File: src/rtl/sync_gray_pkg.sv
// rtl/sync_gray_pkg.sv - shared limits and gray/binary helpers for pointer synchronisers
package sync_gray_pkg;

    localparam int STAGES_MIN = 2;
    localparam int STAGES_MAX = 4;
    localparam int MAX_WIDTH  = 16;

    function automatic logic [MAX_WIDTH-1:0] gray2bin(input logic [MAX_WIDTH-1:0] g);
        logic [MAX_WIDTH-1:0] b;
        b[MAX_WIDTH-1] = g[MAX_WIDTH-1];
        for (int i = MAX_WIDTH - 2; i >= 0; i--) begin
            b[i] = b[i+1] ^ g[i];
        end
        return b;
    endfunction

    function automatic logic [MAX_WIDTH-1:0] bin2gray(input logic [MAX_WIDTH-1:0] b);
        return b ^ (b >> 1);
    endfunction

    function automatic logic [4:0] popcount(input logic [MAX_WIDTH-1:0] v);
        logic [4:0] n;
        n = '0;
        for (int i = 0; i < MAX_WIDTH; i++) begin
            n = n + {4'b0000, v[i]};
        end
        return n;
    endfunction

endpackage

File: src/rtl/sync_gray_chain.sv
// rtl/sync_gray_chain.sv - generic multi-flop clock-domain-crossing chain (module sync_chain)
module sync_chain
    import sync_gray_pkg::*;
#(
    parameter int               WIDTH     = 1,
    parameter int               STAGES    = 2,
    parameter logic [WIDTH-1:0] RESET_VAL = '0
) (
    input  logic             clk,
    input  logic             rst_n,
    input  logic [WIDTH-1:0] d,
    output logic [WIDTH-1:0] q
);

    if (STAGES < STAGES_MIN || STAGES > STAGES_MAX) begin : g_bad_stages
        $error("sync_chain: STAGES out of range 2..4");
    end

    // Plain flop-to-flop path only; any logic here would break metastability settling.
    (* ASYNC_REG = "TRUE" *) logic [WIDTH-1:0] s [STAGES];

    always_ff @(posedge clk or negedge rst_n) begin
        if (!rst_n) begin
            for (int i = 0; i < STAGES; i++) begin
                s[i] <= RESET_VAL;
            end
        end else begin
            s[0] <= d;
            for (int i = 1; i < STAGES; i++) begin
                s[i] <= s[i-1];
            end
        end
    end

    assign q = s[STAGES-1];

endmodule

File: src/rtl/sync_gray_ptr.sv
// rtl/sync_gray_ptr.sv - gray pointer synchroniser with binary view, advance delta and step checker
module sync_gray_ptr
    import sync_gray_pkg::*;
#(
    parameter int               WIDTH     = 5,
    parameter int               STAGES    = 2,
    parameter logic [WIDTH-1:0] RESET_VAL = '0
) (
    input  logic             clk,
    input  logic             rst_n,
    input  logic [WIDTH-1:0] async_gray_in,
    input  logic             err_clr,
    output logic [WIDTH-1:0] sync_gray_out,
    output logic [WIDTH-1:0] sync_bin_out,
    output logic             changed,
    output logic [WIDTH-1:0] delta,
    output logic             err_multi_bit
);

    if (WIDTH < 2 || WIDTH > MAX_WIDTH) begin : g_bad_width
        $error("sync_gray_ptr: WIDTH out of range 2..16");
    end

    localparam logic [WIDTH-1:0] RESET_BIN = WIDTH'(gray2bin(MAX_WIDTH'(RESET_VAL)));

    logic [WIDTH-1:0] g_prev;
    logic [WIDTH-1:0] cur_bin;
    logic [WIDTH-1:0] prev_bin;
    logic             step;
    logic             multi;

    sync_chain #(
        .WIDTH     (WIDTH),
        .STAGES    (STAGES),
        .RESET_VAL (RESET_VAL)
    ) u_chain (
        .clk   (clk),
        .rst_n (rst_n),
        .d     (async_gray_in),
        .q     (sync_gray_out)
    );

    assign cur_bin  = WIDTH'(gray2bin(MAX_WIDTH'(sync_gray_out)));
    assign prev_bin = WIDTH'(gray2bin(MAX_WIDTH'(g_prev)));
    assign step     = (sync_gray_out != g_prev);
    assign multi    = (popcount(MAX_WIDTH'(sync_gray_out ^ g_prev)) > 5'd1);

    always_ff @(posedge clk or negedge rst_n) begin
        if (!rst_n) begin
            g_prev        <= RESET_VAL;
            sync_bin_out  <= RESET_BIN;
            changed       <= 1'b0;
            delta         <= '0;
            err_multi_bit <= 1'b0;
        end else begin
            g_prev       <= sync_gray_out;
            sync_bin_out <= cur_bin;
            changed      <= step;
            // Modulo subtraction makes the wrap from all-ones to zero read as +1.
            delta        <= step ? (cur_bin - prev_bin) : '0;
            if (step && multi) begin
                err_multi_bit <= 1'b1;
            end else if (err_clr) begin
                err_multi_bit <= 1'b0;
            end
        end
    end

endmodule

File: config.mk
export PLATFORM = sky130hd
export DESIGN_NAME = sync_gray_ptr
export DESIGN_NICKNAME = d
export VERILOG_FILES = /design/src/rtl/sync_gray_pkg.sv /design/src/rtl/sync_gray_chain.sv /design/src/rtl/sync_gray_ptr.sv
export SDC_FILE = /design/constraint.sdc
export NUM_CORES = 1
export LEC_CHECK = 0
export CAP_MARGIN = 20
export CORE_UTILIZATION = 43
export DETAILED_ROUTE_END_ITERATION = 6
export PLACE_DENSITY = 0.73
export SYNTH_ARGS = -nofsm -noshare
export SYNTH_HDL_FRONTEND = slang
export SYNTH_HIERARCHICAL = 1
export SYNTH_SLANG_ARGS = --single-unit
File: constraint.sdc
create_clock -name clk -period 2.6 [get_ports clk]
set_clock_uncertainty 0.05 [all_clocks]
set_input_delay 0.52 -clock clk [delete_from_list [all_inputs] [get_ports clk]]
set_output_delay 0.52 -clock clk [all_outputs]
set_load 0.01 [all_outputs]
==> results by stage <==
Route:
- The overall via count from detail_route is 638.
- After detailed routing, the average wire length per cell comes to 12.1 um.
- The remaining design rule violation count is 0.
- For this block, the routed nets add up to 1.66 mm of wire.
- The detailed-route vias per instance is 4.66.
- The iteration-0 DRC count of the detailed router is 7.
- The count of nets left with antenna violations once routing finished came out at 0.
- The pre-antenna-repair detailed-routing pass consisted of 4 iterations.

Synthesis:
- The area fraction in and, or, nand and nor cells after synthesis is 5.65%.
- In the synthesized netlist the dominant register cell turns out to be sky130_fd_sc_hd__dfrtp_1.
- In the post-synthesis netlist, the biggest area contributors are sky130_fd_sc_hd__dfrtp_1 59%, sky130_fd_sc_hd__xnor2_1 7.9%, sky130_fd_sc_hd__ha_1 5.6%.
- The biggest area contributor in the post-synthesis netlist is sky130_fd_sc_hd__dfrtp_1.
- After Yosys synthesis, full adders, half adders and majority gates account for 9.27% of the synthesized area.
- The count of mapped cells out of synthesis is 80.
- The synthesized netlist devotes 15.4% of its cell area to XOR and XNOR gates.
- The synthesized netlist devotes 3.05% of its cell area to compound gates.
- The number of nets in the synthesized netlist is 95.
- The summed instance area of the synthesized netlist is 1110 um2.
- By count the netlist is led by 26 x sky130_fd_sc_hd__dfrtp_1, 10 x sky130_fd_sc_hd__xnor2_1, 6 x sky130_fd_sc_hd__buf_4, 6 x sky130_fd_sc_hd__inv_1, 5 x sky130_fd_sc_hd__ha_1.
- The post-synthesis mux area share is 1.81%.
- For this run, the register share of the synthesized area comes to 58.8%.
- After synthesis, the netlist uses 21 different library cells.
- After synthesis, the largest family of logic cells by area is XOR/XNOR gates.
- The synthesized design contains 0 enable-type register cells.
- After synthesis, the share of flip-flops with an asynchronous set or reset is 100%.
- The register bit count reported by yosys is 26.
- The synthesized design devotes to its leading area cell type 58.8% of total area.
- The most common cell in the synthesized netlist is sky130_fd_sc_hd__dfrtp_1.
- The synthesis warning total is 6.
- Dividing the synthesized area by the synthesized cell count gives 13.8 um2.

Global route:
- The wire length of the first global-routing pass is 2.70 mm.
- The total global-route track usage is 14.4%.
- Entering global routing, the biggest net connects 27 pins.
- The via count of the first global-routing pass is 613.
- The number of antenna violations at the first check in global routing was 0.
- The total overflow reported by the global router is 0.

Setup path:
- The worst setup path is captured at a register.
- The largest single stage delay on the critical path is 0.45 ns.
- The worst setup path is of the register to register kind.
- Among all stages on the critical path, the largest delay is contributed by sky130_fd_sc_hd__dfrtp_1.
- The arrival time reported for the critical path endpoint is 2.60 ns.
- Of all nets on the critical path, the largest fanout is 3.
- The signal on the critical path passes through xnor3_2, xor2_4, xnor2_1, ha_1, inv_1, fa_1, o211ai_1, nand2_1, mux2i_1.
- The kind of launch point of the worst setup path is a register.
- The worst path required time is 2.75 ns.

Pwr:
- The share of total power dissipated in the clock network is 19.3%.
- The worst-case IR drop observed on VDD is 0.000512 V.
- The cell area power density is 721 nW/um2.
- Of the total power, registers draw 46.9%.
- The switching component of the power is 0.286 mW.
- The internal power of the cells totals 0.753 mW.
- The part of the total power dissipated in combinational logic is 33.9%.
- The standby leakage power is 0.653 nW.
- The switching part of the total is 27.5%.

Clock tree:
- Clock-pin slew was measured on the worst setup and hold paths at 0.13 ns.
- CTS placed an instance of sky130_fd_sc_hd__clkbuf_4 at the clock tree root.
- The latest clock arrival within the worst-skew pair is 0.32 ns.
- Clock tree synthesis found a total of 26 sinks.
- Clock tree synthesis inserted a total of 3 buffers.
- Buffers added to address setup during post-CTS repair amount to 0.
- The H-tree depth is 1.
- The TritonCTS clock tree is done.
- The deepest clock path buffer count is 2.

Floorplanning:
- Measured along the x axis, the die boundary spans 52.7 um.
- The floorplan step defined a core boundary enclosing 2450 um2.
- The area of the die is 2780 um2.
- 25 I/O pins were placed.
- The initial core utilization is 45.1%.
- The height of the chip is 52.7 um.
- After floorplanning, the core was divided into 18 placement rows.

STA:
- For the final routed database, the setup TNS stands at 0 ns.
- The worst-case setup margin in the final layout is 0.149 ns.
- The final hold violation count came to 0.
- The final count of pins violating max slew was 0.
- The tightest hold margin is 0.315 ns.
- For the pin with the worst max-slew slack, the measured transition is 0.369 ns.
- The max-slew headroom at the worst pin is 75.2%.
- Based on the critical path, the design can be clocked at up to 408 MHz.
- The fraction of the cycle the final worst path needs is 94.3%.
- The time the final worst path needs with I/O delays and setup is 2.45 ns.
- Setup violations remaining at the end of the flow were counted as 0.
- Setup repair after global routing left no endpoint under its margin.

Placement:
- The area after detailed placement is 1380 um2.
- Including well taps, the total number of placed cells is 133.
- The setup slack after placement is 0.0455 ns.
- The sum of net half-perimeters after detailed placement is 1.20 mm.
- The count of buffers inserted at the top-level ports is 24.
- At the end of routability-driven placement, the weighted congestion stood at 0.782.

Cells and area:
- Compared with the post-synthesis result, the final layout area differs by 30.1%.
- The filler cell count in the final layout is 194.
- The finished cells cover 1440 um2.
- The count of antenna diodes in the layout is 0.
- The count of nets after finishing is 123.
- In the final layout, the share of cells above drive strength 1 is 13.1%.
- The final standard cell count with taps included and fillers excluded is 137.

Run:
- The max-cap check violation count is 0.

Min path:
- In this run the worst hold path is classified as register to register.

Outcome:
- The flow ran to the end, and the final reports show no timing, DRC or antenna violations.
## stage by stage
| stage | total power [mW] | utilization (%) |
|---|---|---|
| 2_1_floorplan | 0.685 | - |
| 3_3_place_gp | 0.833 | 56.1 |
| 3_5_place_dp | 0.843 | 56.1 |
| 4_1_cts | 1.05 | 57.6 |
| 5_1_grt | 1.11 | 58.7 |
| 6_report | 1.04 | 58.7 |
## kinds of logic (layout without fill, tap and decap cells)
kind of cell | after synthesis | count (layout)
fa+ha+maj | 7 | 7
compound gates | 6 | 6
xor+xnor | 15 | 15
buf+inv | 12 | 39
mux | 2 | 2
simple gates | 12 | 12
flops | 26 | 26
## routing by layer
layer / track usage [%] / vias up / part of all wire (%)
li1: - / 300 / -
met1: 16.8 / 307 / 44
met2: 22.8 / 25 / 48
met3: 3.48 / 6 / 4.5
met4: 10.5 / 0 / 3.5
met5: 0 / - / 0
## placed cells by master, fill, tap and decap left out
master / n
sky130_fd_sc_hd__a21oi_1: 1
sky130_fd_sc_hd__a31oi_1: 1
sky130_fd_sc_hd__and2_1: 2
sky130_fd_sc_hd__buf_4: 5
sky130_fd_sc_hd__clkbuf_4: 3
sky130_fd_sc_hd__clkbuf_8: 1
sky130_fd_sc_hd__clkdlybuf4s50_1: 24
sky130_fd_sc_hd__dfrtp_1: 26
sky130_fd_sc_hd__fa_1: 2
sky130_fd_sc_hd__ha_1: 5
sky130_fd_sc_hd__inv_1: 6
sky130_fd_sc_hd__mux2i_1: 2
sky130_fd_sc_hd__nand2_1: 4
sky130_fd_sc_hd__nand2b_1: 2
sky130_fd_sc_hd__nand4_1: 1
sky130_fd_sc_hd__nor2_1: 1
sky130_fd_sc_hd__nor2b_1: 2
sky130_fd_sc_hd__o211ai_1: 1
sky130_fd_sc_hd__o21ai_0: 3
sky130_fd_sc_hd__xnor2_1: 9
sky130_fd_sc_hd__xnor2_2: 2
sky130_fd_sc_hd__xnor3_2: 1
sky130_fd_sc_hd__xor2_1: 1
sky130_fd_sc_hd__xor2_4: 1
sky130_fd_sc_hd__xor3_2: 1
## critical path: cells and delay by family, from the launching register on
| kind | cells | cell delay [ns] |
|---|---|---|
| xor gates and xnor gates | 3 | 0.78 |
| adders and majority gates | 2 | 0.58 |
| DFF | 1 | 0.45 |
| AOI/OAI and AO/OA | 1 | 0.20 |
| muxes | 1 | 0.12 |
| and+or+nand+nor | 1 | 0.09 |
| buffers and inverters | 1 | 0.06 |
## final timing paths
kind | from | end | slack [ns] | cells past startpoint
worst min-delay path | u_chain/s[9] | u_chain/q[4] | 0.31 | 0
worst min register to register | u_chain/s[9] | u_chain/q[4] | 0.31 | 0
worst max-delay path | g_prev[3] | delta[4] | 0.15 | 9
max in group asynchronous | rst_n | g_prev[3] | 1.75 | 2
worst max register to register | g_prev[3] | delta[4] | 0.15 | 9
min in group asynchronous | rst_n | delta[2] | 0.50 | 2
## flip-flops by register name (all words and copies together) (netlist names)
signal,flops
g_prev,5
err_multi_bit,1
u_chain/q,5
delta,5
changed,1
u_chain/s,5
sync_bin_out,4
## power by group through the flow
stage | sequential [mW] | clock (mW) | combinational (mW)
floorplan | 0.519 | 0 | 0.166
global placement | 0.494 | 0 | 0.339
detailed placement | 0.496 | 0 | 0.347
CTS | 0.487 | 0.209 | 0.349
global route | 0.495 | 0.222 | 0.391
finish | 0.487 | 0.200 | 0.352
## final cells by class
type | instances | area, um2 | share of cell area, %
repair buffers | 29 | 278 | 19.3
clock buffers | 4 | 36.3 | 2.52
well taps | 30 | 37.5 | 2.61
inverters | 6 | 22.5 | 1.56
multi-input cells | 42 | 415 | 28.8
flip-flops and latches | 26 | 651 | 45.2
## repair_timing
| action | in CTS | in global routing |
|---|---|---|
| endpoints found under the setup margin | 0 | 1 |
| hold buffers | 0 | 0 |
| resized for setup | 0 | 3 |
No activity file was read; power rests on OpenSTA's default activity.
